`src/rtl/current_pi_if.sv`:
```
// Handshake and data bundle for the dq current PI controller.
// The vlim member exists only when CURRENT_PI_LIMIT_EN is defined.
interface current_pi_if;
  logic               start;
  logic               clr;
  logic signed [15:0] id;
  logic signed [15:0] iq;
  logic signed [15:0] id_ref;
  logic signed [15:0] iq_ref;
  logic        [15:0] kp;
  logic        [15:0] ki;
`ifdef CURRENT_PI_LIMIT_EN
  logic        [15:0] vlim;
`endif
  logic signed [15:0] vd;
  logic signed [15:0] vq;
  logic               done;
  logic               busy;

  modport master (
`ifdef CURRENT_PI_LIMIT_EN
    output vlim,
`endif
    output start, clr,
    output id, iq, id_ref, iq_ref,
    output kp, ki,
    input  vd, vq, done, busy
  );

  modport slave (
`ifdef CURRENT_PI_LIMIT_EN
    input  vlim,
`endif
    input  start, clr,
    input  id, iq, id_ref, iq_ref,
    input  kp, ki,
    output vd, vq, done, busy
  );
endinterface

```
`src/rtl/current_pi.sv`:
```
// Sequential dq-axis PI current controller, one shared 17x17 multiplier.
// Define CURRENT_PI_LIMIT_EN to add a runtime voltage limit (bus.vlim).
module current_pi (
  input  logic         clk,
  input  logic         rst_n,
  current_pi_if.slave  bus
);

  localparam logic [2:0] S_IDLE = 3'd0;
  localparam logic [2:0] S_DP   = 3'd1;
  localparam logic [2:0] S_DI   = 3'd2;
  localparam logic [2:0] S_QP   = 3'd3;
  localparam logic [2:0] S_QI   = 3'd4;
  localparam logic [2:0] S_OUT  = 3'd5;

  logic        [2:0]  state_q, state_d;
  logic signed [16:0] errd_q, errd_d;
  logic signed [16:0] errq_q, errq_d;
  logic        [15:0] kp_q, kp_d;
  logic        [15:0] ki_q, ki_d;
  logic signed [15:0] pd_q, pd_d;
  logic signed [15:0] pq_q, pq_d;
  logic signed [15:0] accd_q, accd_d;
  logic signed [15:0] accq_q, accq_d;
  logic signed [15:0] vd_q, vd_d;
  logic signed [15:0] vq_q, vq_d;
  logic               done_q, done_d;
  logic        [15:0] lim;

`ifdef CURRENT_PI_LIMIT_EN
  logic        [15:0] lim_q, lim_d;
  assign lim = lim_q;
`else
  assign lim = 16'h7FFF;
`endif

  logic signed [16:0] mul_a;
  logic signed [16:0] mul_b;
  logic signed [33:0] prod;
  logic signed [33:0] shr;

  // Clamp a wide signed value symmetrically to +/-l.
  function automatic logic signed [15:0] sat(
    input logic signed [33:0] x,
    input logic        [15:0] l
  );
    logic signed [33:0] hi;
    hi = $signed({18'd0, l});
    if (x > hi)
      sat = $signed(l);
    else if (x < -hi)
      sat = -$signed(l);
    else
      sat = x[15:0];
  endfunction

  function automatic logic signed [33:0] ext(
    input logic signed [15:0] v
  );
    ext = {{18{v[15]}}, v};
  endfunction

  // Operand routing for the shared multiplier.
  always_comb begin
    mul_a = '0;
    mul_b = '0;
    unique case (1'b1)
      state_q == S_DP: begin
        mul_a = errd_q;
        mul_b = $signed({1'b0, kp_q});
      end
      state_q == S_DI: begin
        mul_a = errd_q;
        mul_b = $signed({1'b0, ki_q});
      end
      state_q == S_QP: begin
        mul_a = errq_q;
        mul_b = $signed({1'b0, kp_q});
      end
      state_q == S_QI: begin
        mul_a = errq_q;
        mul_b = $signed({1'b0, ki_q});
      end
      default: ;
    endcase
  end

  assign prod = mul_a * mul_b;
  assign shr  = prod >>> 12;

  always_comb begin
    state_d = state_q;
    errd_d  = errd_q;
    errq_d  = errq_q;
    kp_d    = kp_q;
    ki_d    = ki_q;
    pd_d    = pd_q;
    pq_d    = pq_q;
    accd_d  = accd_q;
    accq_d  = accq_q;
    vd_d    = vd_q;
    vq_d    = vq_q;
    done_d  = 1'b0;
`ifdef CURRENT_PI_LIMIT_EN
    lim_d   = lim_q;
`endif
    if (bus.clr) begin
      state_d = S_IDLE;
      accd_d  = '0;
      accq_d  = '0;
      vd_d    = '0;
      vq_d    = '0;
    end else begin
      unique case (state_q)
        S_IDLE: begin
          if (bus.start) begin
            errd_d  = {bus.id_ref[15], bus.id_ref}
                    - {bus.id[15], bus.id};
            errq_d  = {bus.iq_ref[15], bus.iq_ref}
                    - {bus.iq[15], bus.iq};
            kp_d    = bus.kp;
            ki_d    = bus.ki;
`ifdef CURRENT_PI_LIMIT_EN
            lim_d   = bus.vlim[15] ? 16'h7FFF : bus.vlim;
`endif
            state_d = S_DP;
          end
        end
        S_DP: begin
          pd_d    = sat(shr, lim);
          state_d = S_DI;
        end
        S_DI: begin
          // Sum at full width so the clamp sees the true value.
          accd_d  = sat(ext(accd_q) + shr, lim);
          state_d = S_QP;
        end
        S_QP: begin
          pq_d    = sat(shr, lim);
          state_d = S_QI;
        end
        S_QI: begin
          accq_d  = sat(ext(accq_q) + shr, lim);
          state_d = S_OUT;
        end
        S_OUT: begin
          vd_d    = sat(ext(pd_q) + ext(accd_q), lim);
          vq_d    = sat(ext(pq_q) + ext(accq_q), lim);
          done_d  = 1'b1;
          state_d = S_IDLE;
        end
        default: state_d = S_IDLE;
      endcase
    end
  end

  always_ff @(posedge clk or negedge rst_n) begin
    if (!rst_n) begin
      state_q <= S_IDLE;
      errd_q  <= '0;
      errq_q  <= '0;
      kp_q    <= '0;
      ki_q    <= '0;
      pd_q    <= '0;
      pq_q    <= '0;
      accd_q  <= '0;
      accq_q  <= '0;
      vd_q    <= '0;
      vq_q    <= '0;
      done_q  <= 1'b0;
`ifdef CURRENT_PI_LIMIT_EN
      lim_q   <= '0;
`endif
    end else begin
      state_q <= state_d;
      errd_q  <= errd_d;
      errq_q  <= errq_d;
      kp_q    <= kp_d;
      ki_q    <= ki_d;
      pd_q    <= pd_d;
      pq_q    <= pq_d;
      accd_q  <= accd_d;
      accq_q  <= accq_d;
      vd_q    <= vd_d;
      vq_q    <= vq_d;
      done_q  <= done_d;
`ifdef CURRENT_PI_LIMIT_EN
      lim_q   <= lim_d;
`endif
    end
  end

  assign bus.vd   = vd_q;
  assign bus.vq   = vq_q;
  assign bus.done = done_q;
  assign bus.busy = (state_q != S_IDLE);

endmodule

```
`src/flat_wrapper.sv`:
```
// flat-port wrapper written by rule: the top's interface ports become plain ports
module current_pi_flat 
  (clk, rst_n, bus_start, bus_clr, bus_id, bus_iq, bus_id_ref, bus_iq_ref, bus_kp, bus_ki, bus_vd, bus_vq, bus_done, bus_busy);
  current_pi_if bus_i ();
  input  logic clk;
  input  logic rst_n;
  input wire logic [$bits(bus_i.start)-1:0] bus_start;
  input wire logic [$bits(bus_i.clr)-1:0] bus_clr;
  input wire logic [$bits(bus_i.id)-1:0] bus_id;
  input wire logic [$bits(bus_i.iq)-1:0] bus_iq;
  input wire logic [$bits(bus_i.id_ref)-1:0] bus_id_ref;
  input wire logic [$bits(bus_i.iq_ref)-1:0] bus_iq_ref;
  input wire logic [$bits(bus_i.kp)-1:0] bus_kp;
  input wire logic [$bits(bus_i.ki)-1:0] bus_ki;
  output wire logic [$bits(bus_i.vd)-1:0] bus_vd;
  output wire logic [$bits(bus_i.vq)-1:0] bus_vq;
  output wire logic [$bits(bus_i.done)-1:0] bus_done;
  output wire logic [$bits(bus_i.busy)-1:0] bus_busy;
  assign bus_i.start = bus_start;
  assign bus_i.clr = bus_clr;
  assign bus_i.id = bus_id;
  assign bus_i.iq = bus_iq;
  assign bus_i.id_ref = bus_id_ref;
  assign bus_i.iq_ref = bus_iq_ref;
  assign bus_i.kp = bus_kp;
  assign bus_i.ki = bus_ki;
  assign bus_vd = bus_i.vd;
  assign bus_vq = bus_i.vq;
  assign bus_done = bus_i.done;
  assign bus_busy = bus_i.busy;
  current_pi u_core (.clk(clk), .rst_n(rst_n), .bus(bus_i));
endmodule
```
`config.mk`:
```
export PLATFORM = sky130hd
export DESIGN_NAME = current_pi_flat
export DESIGN_NICKNAME = d
export VERILOG_FILES = /design/src/rtl/current_pi_if.sv /design/src/rtl/current_pi.sv /design/src/flat_wrapper.sv
export SDC_FILE = /design/constraint.sdc
export NUM_CORES = 1
export LEC_CHECK = 0
export CORE_ASPECT_RATIO = 0.6
export CORE_MARGIN = 5
export CORE_UTILIZATION = 45
export DETAILED_ROUTE_END_ITERATION = 10
export GPL_TIMING_DRIVEN = 0
export PLACE_DENSITY = 0.65
export SKIP_LAST_GASP = 1
export SYNTH_ARGS = -nofsm -noshare
export SYNTH_HDL_FRONTEND = slang
export SYNTH_SLANG_ARGS = --single-unit
```
`constraint.sdc`:
```
create_clock -name clk -period 12.8 [get_ports clk]
set_input_delay 2.56 -clock clk [delete_from_list [all_inputs] [get_ports clk]]
set_output_delay 2.56 -clock clk [all_outputs]
set_load 0.05 [all_outputs]
```
After elaboration in Yosys (flattened, before gate mapping)
Index checks and enable logic that the tools add are counted.
{"block": "op_classes", "eq_ne": 6, "mux": 25, "n_reduce_logical": 12, "n_addsub": 6, "n_lt_le_gt_ge": 10, "n_bitwise": 1, "n_mul": 1}
{"operator": "$mux W16", "n": 18}
{"operator": "$gt A34 B16 Y1 const B", "n": 4}
{"operator": "$lt A34 B16 Y1 const B", "n": 4}
{"operator": "$add A16 B22 Y23", "n": 2}
{"operator": "$add A16 B16 Y17", "n": 2}
{"operator": "$mul A17 B17 Y34", "n": 1}
{"operator": "$pmux W17 S2", "n": 1}
{"operator": "$sub A16 B16 Y17", "n": 2}
{"operator": "$pmux W16 S2", "n": 1}
{"operator": "$gt A22 B16 Y1 const B", "n": 1}
{"operator": "$lt A22 B16 Y1 const B", "n": 1}
{"operator": "$pmux W3 S5", "n": 1}
{"operator": "$reduce_or A2 Y1", "n": 4}
{"operator": "$eq A3 B2 Y1 const B", "n": 2}
{"operator": "$eq A3 B3 Y1 const B", "n": 2}
{"operator": "$mux W3", "n": 2}
{"operator": "$reduce_bool A2 Y1", "n": 3}
{"operator": "$reduce_and A2 Y1", "n": 2}
{"operator": "$eq A3 B1 Y1 const B", "n": 1}
{"operator": "$logic_not A3 Y1", "n": 1}
{"operator": "$ne A3 B3 Y1 const B", "n": 1}
{"operator": "$reduce_and A3 Y1", "n": 1}
{"operator": "$reduce_bool A3 Y1", "n": 1}
{"operator": "$mux W1", "n": 2}
{"operator": "$not A1 Y1", "n": 1}
{"block": "word_totals", "regBits": 166, "wordCells": 73, "inputBits": 100}

Depth between registers and ports, before layout
Gate-level depths: netlist of the first run.
{"block": "logic_depth", "depth_word": 10, "ltp_mapped": 41, "mapped_depth_nobuf": 35}

Worst setup path before layout of the first run
No wires, ideal clock.
{"block": "synth_path", "path_type": "reg2reg", "start": "register u_core.state_q[1]", "end": "register u_core.accd_q[10]", "synth_period_minus_slack_ns": 10.048, "slack_ns": 2.752, "arrival_time_ns": 9.922, "path_stages_with_launch": 36, "setup_ns": 0.126, "required_ns": 12.674, "path_cell_list": "dfrtp_1 > clkbuf_1 > xnor2_1 > nor2_1 > clkbuf_1 > a22o_1 > clkbuf_1 > nand2_1 > fa_1 > inv_1 > fa_1 > fa_1 > fa_1 > fa_1 > inv_1 > fa_1 > inv_1 > ha_1 > clkbuf_1 > a21oi_1 > o21ai_0 > a2111o_1 > nor3_1 > ha_1 > and2_1 > clkbuf_1 > a21oi_1 > nor2_1 > or4b_2 > o22a_1 > a2111oi_0 > a21oi_1 > a41oi_1 > nor3_1 > clkbuf_1 > a221o_1"}
{"block": "synth_between", "elab_chain_len": 10, "word_cells_on_any_way": 19, "classes_between": "add/sub (1); mul (1); order compare (2); eq/ne (4); mux (6); reduce/logical (5)"}
{"item": "start: declaration", "line": "current_pi.sv:16", "rtl": "logic [2:0] state_q, state_d;"}
{"item": "start signal: assignment", "line": "current_pi.sv:175", "rtl": "state_q <= state_d;"}
{"item": "$eq A3 B3 Y1, or another cell as far along", "line": "current_pi.sv:80", "rtl": "state_q == S_QI: begin"}
{"item": "$reduce_or A2 Y1 (no source line)"}
{"item": "$pmux W17 S2 or $pmux W16 S2 (tied branches)", "line": "current_pi.sv:67", "rtl": "unique case (1'b1)"}
{"item": "$mul A17 B17 Y34", "line": "current_pi.sv:88", "rtl": "assign prod = mul_a * mul_b;"}
{"item": "$add A16 B22 Y23", "line": "current_pi.sv:135", "rtl": "accd_d = sat(ext(accd_q) + shr, lim);"}
{"item": "$lt A34 B16 Y1", "line": "current_pi.sv:51", "rtl": "else if (x < -hi)"}
{"item": "$mux W16", "line": "current_pi.sv:51"}
{"item": "$mux W16", "line": "current_pi.sv:49", "rtl": "if (x > hi)"}
{"item": "$mux W16", "line": "current_pi.sv:114", "rtl": "unique case (state_q)"}
{"item": "$mux W16", "line": "current_pi.sv:107", "rtl": "if (bus.clr) begin"}
{"item": "end signal: assignment", "line": "current_pi.sv:166", "rtl": "accd_q <= '0;"}
{"item": "end signal: assignment", "line": "current_pi.sv:182", "rtl": "accd_q <= accd_d;"}
{"item": "end: declaration", "line": "current_pi.sv:23", "rtl": "logic signed [15:0] accd_q, accd_d;"}
Several ways; a longest one is shown, not always the timed one. The select of a mux whose other input is x is not followed.
A chain may end at the register's enable or synchronous reset.

Worst setup path in the final report of the first run
{"block": "layout_path", "start": "register u_core.state_q[1]", "end": "register u_core.accd_q[11]"}
The elaborated chain is that of the path after synthesis.

==> results, run 1 <==
- Clock tree synthesis found a total of 166 sinks.
- The cell area that synthesis handed to floorplanning was ~23000 µm².
- After detailed routing, the number of vias per cell comes to 5.92.
- In this run, post-CTS hold repair placed 0 buffers.
- STA puts the critical path data arrival time at 12980 ps.
- The initial core utilization is between 40% and 50%.
- The yosys synthesis warning count is 0.
- Setup repair after global routing could not meet its margin everywhere.
- The row count is between 60 and 70.
- The height of the die is approximately 190 µm.
- The worst register-to-register path ends at u_core.accd_q[11]$_DFFE_PN0P_.
- In the finished design, the share of the clock period the worst path needs comes to between 90% and 100%.
- The largest incremental delay on the critical path is between 600 and 700 ps.
- The number of H-tree branching levels is 4.
- The worst-path cell with the longest stage delay is a2111oi_0.
- Detailed routing inserted a total of approximately 21000 vias.
- The smallest clock period supported by the final layout is computed as between 10000 and 15000 ps.
- The top-level I/O count is 134.
- The largest net degree at the start of global routing is 96.
- The number of antenna violations at the first check in global routing is 0.
- The critical path startpoint category is a flop.
- The launching point of the worst reg2reg path is u_core.state_q[1]$_DFFE_PN0P_.
- Along the worst path, the maximum fanout reaches 10.
- The area growth from synthesis to layout is 12.7%.
- The HPWL after detailed placement is 60.7 mm.
- The number of max-cap violations is 0.
- The most used flip-flop cell after synthesis is dfrtp_1.
- 0 antenna diodes ended up in the layout.
- TritonCTS created 17 clock buffers.
- The core area is slightly above 50000 µm².
- For the pin with the worst max-slew slack, the measured transition is 1190 ps.
- In this run the horizontal extent of the chip is ~300 µm.
- Setup violations remaining at the end of the flow were counted as 0.
- The die covers around 57000 µm².
- Counting stages on the worst path, the most repeated cell is fa_1.
- The flow ran to the end, and the final reports show no timing, DRC or antenna violations.
- The number of routed nets with antenna violations is 0.
- The top routing layer in use is met4.
- For the final routed database, the setup TNS stands at 0 ps.
- The clock latency reported for the late side of the worst-skew pair is 470 ps.
- The routed metal-1 wire length is about 35 mm.
- The post-detailed-route DRC marker count is 0.
- The sequential share of the synthesized area is between 10% and 20%.
- The number of iterations in the first detailed-routing pass is 6.
- The routability congestion estimate is around 0.98.
- The total met2 wirelength after detailed routing is 28.6 mm.
- The cell sitting at the root of the clock tree is a clkbuf_16.
- The flop and latch count out of synthesis is between 150 and 200.
- The share of synthesized flip-flops with an asynchronous set or reset is 100%.
- The maximum buffer depth of the clock tree is 2.
- The TritonCTS clock tree is yes.
- The critical path endpoint category is a flop.
- In this run, synthesis inferred 0 flip-flops with an integrated enable.
- The power per cell area is between 150 and 200 nW/µm².
- The number of distinct standard cells referenced by the synthesized netlist is 80.
- The number of setup buffers added after CTS is 0.
- The kind of path behind the tightest hold check is reg -> reg.
- The clock arrives with 11.3 ps of skew.
- The count of cells along the worst register-to-register path is 35.
- The core occupancy in the finished layout is 51.5%.
- A synthesized cell averages 8.88 µm².
- When the netlist entered floorplanning its net count stood at around 3200.
- The number of pins exceeding their max-slew limit in the final report was 0.
- The required time of the critical path is between 10000 and 15000 ps.
- After layout, the worst setup slack is 217 ps.
- The number of hold violations in the final report came to 0.
- The first-pass GRT wire length is between 100 and 150 mm.
- After detailed routing, the average wire length per cell comes to 20.8 µm.
- For this run, the number of standard cells in the final layout without fillers is approximately 3500.
- In this run the static leakage power is around 0.013 µW.
- In the final layout, the share of cells above drive strength 1 is roughly 5.1%.
- The cell depth of the worst hold path is 2.
- In this design, the largest share of critical-path delay is due to adder cells.
- Static timing analysis puts the maximum clock frequency at between 70 and 80 MHz.
- The number of buffer and inverter instances along the worst setup path is 7.
- The synthesized netlist cell count is 2626.
- The count of buffers added on input and output ports is approximately 130.
- The setup check on the worst reg-to-reg path leaves a slack of between 200 and 250 ps.
- The placed cell count is about 3500.
- For this run, the post-layout net count is between 3000 and 4000.
- The remaining global-route overflow is 0.
- IR analysis of the VDD net gives a maximum drop of 0.0000888 V.
- In this run the number of cells on the critical path is 35.
- The combined global-route utilization of all metal layers is approximately a quarter.
- The violation count after the first detailed-route iteration is ~2000.
- Summed over all nets, wire length on met3 after detailed routing comes to just over 8 mm.
- The critical path ends at u_core.accd_q[11]$_DFFE_PN0P_.
- The type of the worst setup path is reg -> reg.
- Timing analysis after detailed placement gives a worst setup slack of around 32 ps.
- The final wirelength is approximately 72 mm.
- The number of global-route vias before repair is between 15000 and 20000.
- After clock tree synthesis, the clock-pin slew on the worst setup and hold paths is around 70 ps.
- The number of gates resized after CTS was 2.
- The worst slew margin relative to its limit is 20.8%.
- The start point of the critical path is u_core.state_q[1]$_DFFE_PN0P_.
cells in the final DEF (no fill, tap or decap), types with 52 or more instances in the layout:
| master | count |
|---|---|
| inv_1 | 369 |
| fa_1 | 282 |
| nand2_1 | 271 |
| nor2_1 | 236 |
| ha_1 | 199 |
| dfrtp_1 | 166 |
| clkdlybuf4s50_1 | 132 |
| o21ai_0 | 102 |
| a21oi_1 | 96 |
| clkbuf_1 | 94 |
| xnor2_1 | 58 |
| a221o_1 | 52 |
routing by layer:
layer | vias to the layer above | global-route usage (%)
li1 | 9271 | -
met1 | 10300 | 40.4
met2 | 974 | 33.6
met3 | 60 | 6.66
met4 | 0 | 4.74
met5 | - | 0
cell families after synthesis:
logic type | after synthesis | synth area share (%)
AOI/OAI and AO/OA | 584 | 18.0
xor gates and xnor gates | 96 | 3.60
adders and majority gates | 487 | 35.2
buffers and inverters | 477 | 7.69
DFF | 166 | 17.8
muxes | 53 | 2.54
and+or+nand+nor | 763 | 15.2
final cells by class:
cell class	count	area (µm²)
well taps	693	867
clock buffers	17	425
repair buffers	136	1380
flip-flops and latches	166	4150
inverters	370	1390
fillers	4781	24800
multi-input cells	1983	17500
plain buffers	106	407
clock inverters	15	181
worst min-delay path, stage by stage, from the launching register on:
cell and delay [ps]:
dfrtp_1 350, nand2_1 50, o21ai_0 60
registers in the layout (all words and copies together) (netlist names):
| name | flops |
|---|---|
| u_core.state_q | 3 |
| u_core.bus.vd | 16 |
| u_core.pq_q | 16 |
| u_core.bus.done | 1 |
| u_core.accd_q | 16 |
| u_core.kp_q | 16 |
| u_core.ki_q | 16 |
| u_core.errq_q | 17 |
| u_core.accq_q | 16 |
| u_core.pd_q | 16 |
| u_core.errd_q | 17 |
| u_core.bus.vq | 16 |
through the flow:
stage	total power (µW)	instance area, µm²	hold WS (ps)
finish	4040	26300	495
global route	4330	26300	531
CTS	3950	26200	490
detailed placement	3370	25600	474
global placement	3300	25500	469
floorplan	2570	23300	452
report_power, final:
part	internal (µW)	leakage (µW)	switching, µW	total (µW)
combinational	974	0.0101	1730	2700
sequential	648	0.00215	132	780
clock	297	0.000298	262	558
total	1920	0.0126	2120	4040
worst min-delay path by stage:
stage	to	startpoint	slack (ps)
4_1_cts	u_core.bus.vd[4]$_DFFE_PN0P_	u_core.bus.vd[4]$_DFFE_PN0P_	490
5_1_grt	u_core.bus.vd[14]$_DFFE_PN0P_	u_core.bus.vd[14]$_DFFE_PN0P_	530
6_report	u_core.bus.vd[2]$_DFFE_PN0P_	u_core.bus.vd[2]$_DFFE_PN0P_	500
2_1_floorplan	u_core.errd_q[16]$_DFFE_PN0P_	u_core.errd_q[16]$_DFFE_PN0P_	450
3_5_place_dp	u_core.bus.vd[4]$_DFFE_PN0P_	u_core.bus.vd[4]$_DFFE_PN0P_	470
3_3_place_gp	u_core.bus.vd[2]$_DFFE_PN0P_	u_core.bus.vd[2]$_DFFE_PN0P_	470
Yosys cell counts, drive strengths merged (9+ instances only):
cell       n  area, µm²
a211oi    23        183
a221o     52        521
o21ai    109        546
or4       12       90.1
and2      20        125
a2111oi    9       85.1
nand4     10       62.6
nand3     33        165
a22o      49        429
a31oi     15       93.8
ha       199       2490
and3      18        113
fa       283       5670
nand2b    21        131
o31ai     15        123
o21a      24        180
xor2      36        315
xnor2     60        526
o21bai     9       67.6
inv      369       1390
a22oi     33        248
o211ai    35        263
a21o      36        270
dfrtp    166       4150
nor4      11       75.1
nor3      33        165
a21oi     96        480
nor2b     22        138
or3       11       68.8
nor3b     12       90.1
o2111ai   11       96.3
nand2    271       1020
or2       11       68.8
clkbuf    99        372
nand3b    12       90.1
nor2     237        890
mux2      49        552
Power figures use the tool's default switching activity.
==> run 2: changes to the inputs <==
--- a/config.mk
+++ b/config.mk
@@ -10,8 +10,7 @@
 export CORE_UTILIZATION = 45
 export DETAILED_ROUTE_END_ITERATION = 10
 export GPL_TIMING_DRIVEN = 0
-export PLACE_DENSITY = 0.65
-export SKIP_LAST_GASP = 1
+export PLACE_DENSITY_LB_ADDON = 0.12
 export SYNTH_ARGS = -nofsm -noshare
 export SYNTH_HDL_FRONTEND = slang
 export SYNTH_SLANG_ARGS = --single-unit
==> run 2 against run 1 <==
  * Non-clock buffer count shrank 2
  * Global-route usage grew 0.86 points
  * Critical endpoint is now u_core.accd_q[12]$_DFFE_PN0P_
  * Wire length grew 2.7%
  * Largest cell class unchanged
  * Critical path type unchanged
  * Highest routed layer unchanged
==> results, run 2 (synthesis gave the netlist of run 1 again) <==
- The violation count after the first detailed-route iteration is 1898 (was 1973).
- The maximum achievable frequency came to 80.8 MHz (was 79.5 MHz).
- The number of clock buffers inserted by TritonCTS came to 17 (unchanged).
- The reg-to-reg endpoint is u_core.accd_q[12]$_DFFE_PN0P_ (was u_core.accd_q[11]$_DFFE_PN0P_).
- The multi-input logic area is 17500 µm² (about the same).
- The count of cells along the worst register-to-register path came to 36 (was 35).
- Most frequent cells in the layout: 368 x inv_1, 282 x fa_1, 271 x nand2_1 (was 369 x inv_1, 282 x fa_1, 271 x nand2_1).
- The overall power after layout is 4100 µW (was 4040 µW).
- The design area is 26400 µm² (was 26300 µm²).
- Run status: finished, final reports clean (unchanged).
- The number of pins exceeding their max-slew limit in the final report was 0 (unchanged).
- The kind of path behind the tightest hold check was reg -> reg (unchanged).
- The layout-stage area growth over the synthesis result came to 13.0% (was 12.7%).
- The area of all sequential standard cells is 4150 µm² (unchanged).
- The number of filler instances in the final layout came to 4875 (was 4781).
- The largest incremental delay on the critical path came to 610 ps (was 670 ps).
- The routability congestion estimate is 0.970 (was 0.978).
- The number of iterations in the first detailed-routing pass is 6 (unchanged).
- The number of buffers inserted for hold repair after clock tree synthesis came to 0 (unchanged).
- The number of routed nets with antenna violations was 0 (unchanged).
- The routed length per placed instance is 21.3 µm (was 20.8 µm).
- The internal reg-to-reg setup slack is 420 ps (was 220 ps).
- The top-level I/O count is 134 (unchanged).
- The clock root buffer master is clkbuf_16 (unchanged).
- The final-layout worst hold slack was 489 ps (was 495 ps).
- The combined global-route utilization of all metal layers came to 25.9% (was 25.1%).
- The clock latency reported for the late side of the worst-skew pair is 480 ps (was 470 ps).
- The maximum buffer depth of the clock tree was 2 (unchanged).
- The number of antenna violations at the first check in global routing is 0 (unchanged).
- The final period utilization is 96.7% (was 98.3%).
- The clock-pin slew on the worst setup and hold paths is 70 ps (about the same).
- The height of the die is 186 µm (unchanged).
- Biggest regs: u_core.errd_q (17), u_core.errq_q (17) (unchanged).
- The remaining global-route overflow was 0 (unchanged).
- Setup repair after global routing missed its margin: false (was true).
- The count of endpoints failing setup in the final report is 0 (unchanged).
- The required time of the critical path was 13210 ps (was 13200 ps).
- The sum of negative setup slack came to 0 ps (unchanged).
- The number of global-route vias before repair was 19600 (was 19800).
- The detailed placement HPWL is 62.6 mm (was 60.7 mm).
- The die footprint came to 56600 µm² (unchanged).
- The via count normalized by instance count is 5.88 (was 5.92).
- The post-placement cell area is 25600 µm² (about the same).
- The number of hold violations in the final report was 0 (unchanged).
- The maximum net fanout on the critical path is 10 (unchanged).
- The number of H-tree branching levels is 4 (unchanged).
- The TritonCTS clock tree is yes (unchanged).
- The type of the worst setup path was reg -> reg (unchanged).
- The final wirelength is 74.3 mm (was 72.4 mm).
- The start point of the critical path is u_core.state_q[1]$_DFFE_PN0P_ (unchanged).
- The transition at the pin with the smallest max-transition slack is 1220 ps (was 1190 ps).
- The core occupancy in the finished layout is 51.6% (was 51.5%).
- The largest net degree at the start of global routing came to 86 (was 96).
- The clock period minus final worst setup slack is 12380 ps (was 12580 ps).
- The total via count after detailed routing is 20500 (was 20600).
- The number of clock sinks seen by CTS is 166 (unchanged).
- The post-detailed-route DRC marker count came to 0 (unchanged).
- The count of port buffers added during placement is 133 (unchanged).
- The row count is 64 (unchanged).
- The launching point of the worst reg2reg path is u_core.state_q[1]$_DFFE_PN0P_ (unchanged).
- The critical path's most frequent cell was fa_1 (unchanged).
- The critical path startpoint category is a flop (unchanged).
- The worst slew margin relative to its limit was 18.4% (was 20.8%).
- The power per cell area was 155 nW/µm² (was 154 nW/µm²).
- The number of max-cap violations is 0 (unchanged).
- The maximum ir drop on the vdd rail came to 0.0000938 V (was 0.0000888 V).
- The data arrival time of the worst path came to 12790 ps (was 12980 ps).
- The static power due to leakage was 0.0126 µW (about the same).
- The die outline width was 304 µm (unchanged).
- The first-pass GRT wire length is 116 mm (was 113 mm).
- The share of post-route cells with drive strength above 1 is 5.48% (was 5.12%).
- The initial core utilization is 45.7% (unchanged).
- The critical path endpoint category is a flop (unchanged).
- The final layout net count is 3360 (was 3362).
- The most common cell after layout, fill and taps aside is inv_1 (unchanged).
- The setup skew after layout is 23.4 ps (was 11.3 ps).
- The worst-path cell with the longest stage delay is or4b_2 (was a2111oi_0).
- The core area is 51100 µm² (unchanged).
- The destination of the critical timing path is u_core.accd_q[12]$_DFFE_PN0P_ (was u_core.accd_q[11]$_DFFE_PN0P_).
-- run 2: final cells by class --
cell class	count	area share, %
Multi-Input combinational cell	1983	66.6
Tap cell	693	3.29
Clock inverter	13	0.612
Timing Repair Buffer	137	5.32
Antenna cell	1	0.00949
Sequential cell	166	15.8
Buffer	103	1.51
Inverter	370	5.28
Clock buffer	19	1.64
-- run 2: worst max-delay path, delay by kind of cell (launching register included) --
kind,cells,cell delay (ps)
DFF,1,350
adders and majority gates,8,3790
AOI/OAI and AO/OA,10,2900
buffers and inverters,9,2670
and+or+nand+nor,6,1720
xor gates and xnor gates,2,410
muxes,1,410
-- run 2: worst min path at each step --
stage	start	cells after the start	slack, ps	to
finish	u_core.bus.vd[4]$_DFFE_PN0P_	2	490	u_core.bus.vd[4]$_DFFE_PN0P_
global route	u_core.bus.vd[1]$_DFFE_PN0P_	2	520	u_core.bus.vd[1]$_DFFE_PN0P_
CTS	u_core.bus.vd[4]$_DFFE_PN0P_	2	490	u_core.bus.vd[4]$_DFFE_PN0P_
detailed placement	u_core.bus.vd[4]$_DFFE_PN0P_	2	480	u_core.bus.vd[4]$_DFFE_PN0P_
global placement	u_core.bus.vd[4]$_DFFE_PN0P_	2	470	u_core.bus.vd[4]$_DFFE_PN0P_
floorplan	u_core.errd_q[16]$_DFFE_PN0P_	1	450	u_core.errd_q[16]$_DFFE_PN0P_
-- run 2: what timing repair did --
action	CTS	global route
resized for setup	7	38
setup endpoints to repair	24	30
setup buffers	0	1
-- run 2: layer usage --
| layer | GRT usage (%) | share of wire [%] | vias up |
|---|---|---|---|
| li1 | - | - | 9300 |
| met2 | 34.0 | 38 | 858 |
| met4 | 3.87 | 0.93 | 0 |
| met5 | 0 | 0 | - |
| met1 | 42.8 | 50 | 10300 |
| met3 | 6.89 | 11 | 42 |
-- run 2: metrics by stage --
stage / cells / setup slack [ps]
2_1_floorplan: 2626 / 2750
3_3_place_gp: 3452 / -523
3_5_place_dp: 3455 / -213
4_1_cts: 3487 / 6.04
5_1_grt: 3484 / 36.7
6_report: 3485 / 423
-- run 2: power breakdown --
part / total [µW] / internal, µW / leakage (µW) / switching [µW]
clock network: 548 / 294 / 0.000285 / 254
logic: 2770 / 994 / 0.0102 / 1770
registers: 781 / 648 / 0.00215 / 134
total: 4100 / 1940 / 0.0126 / 2160
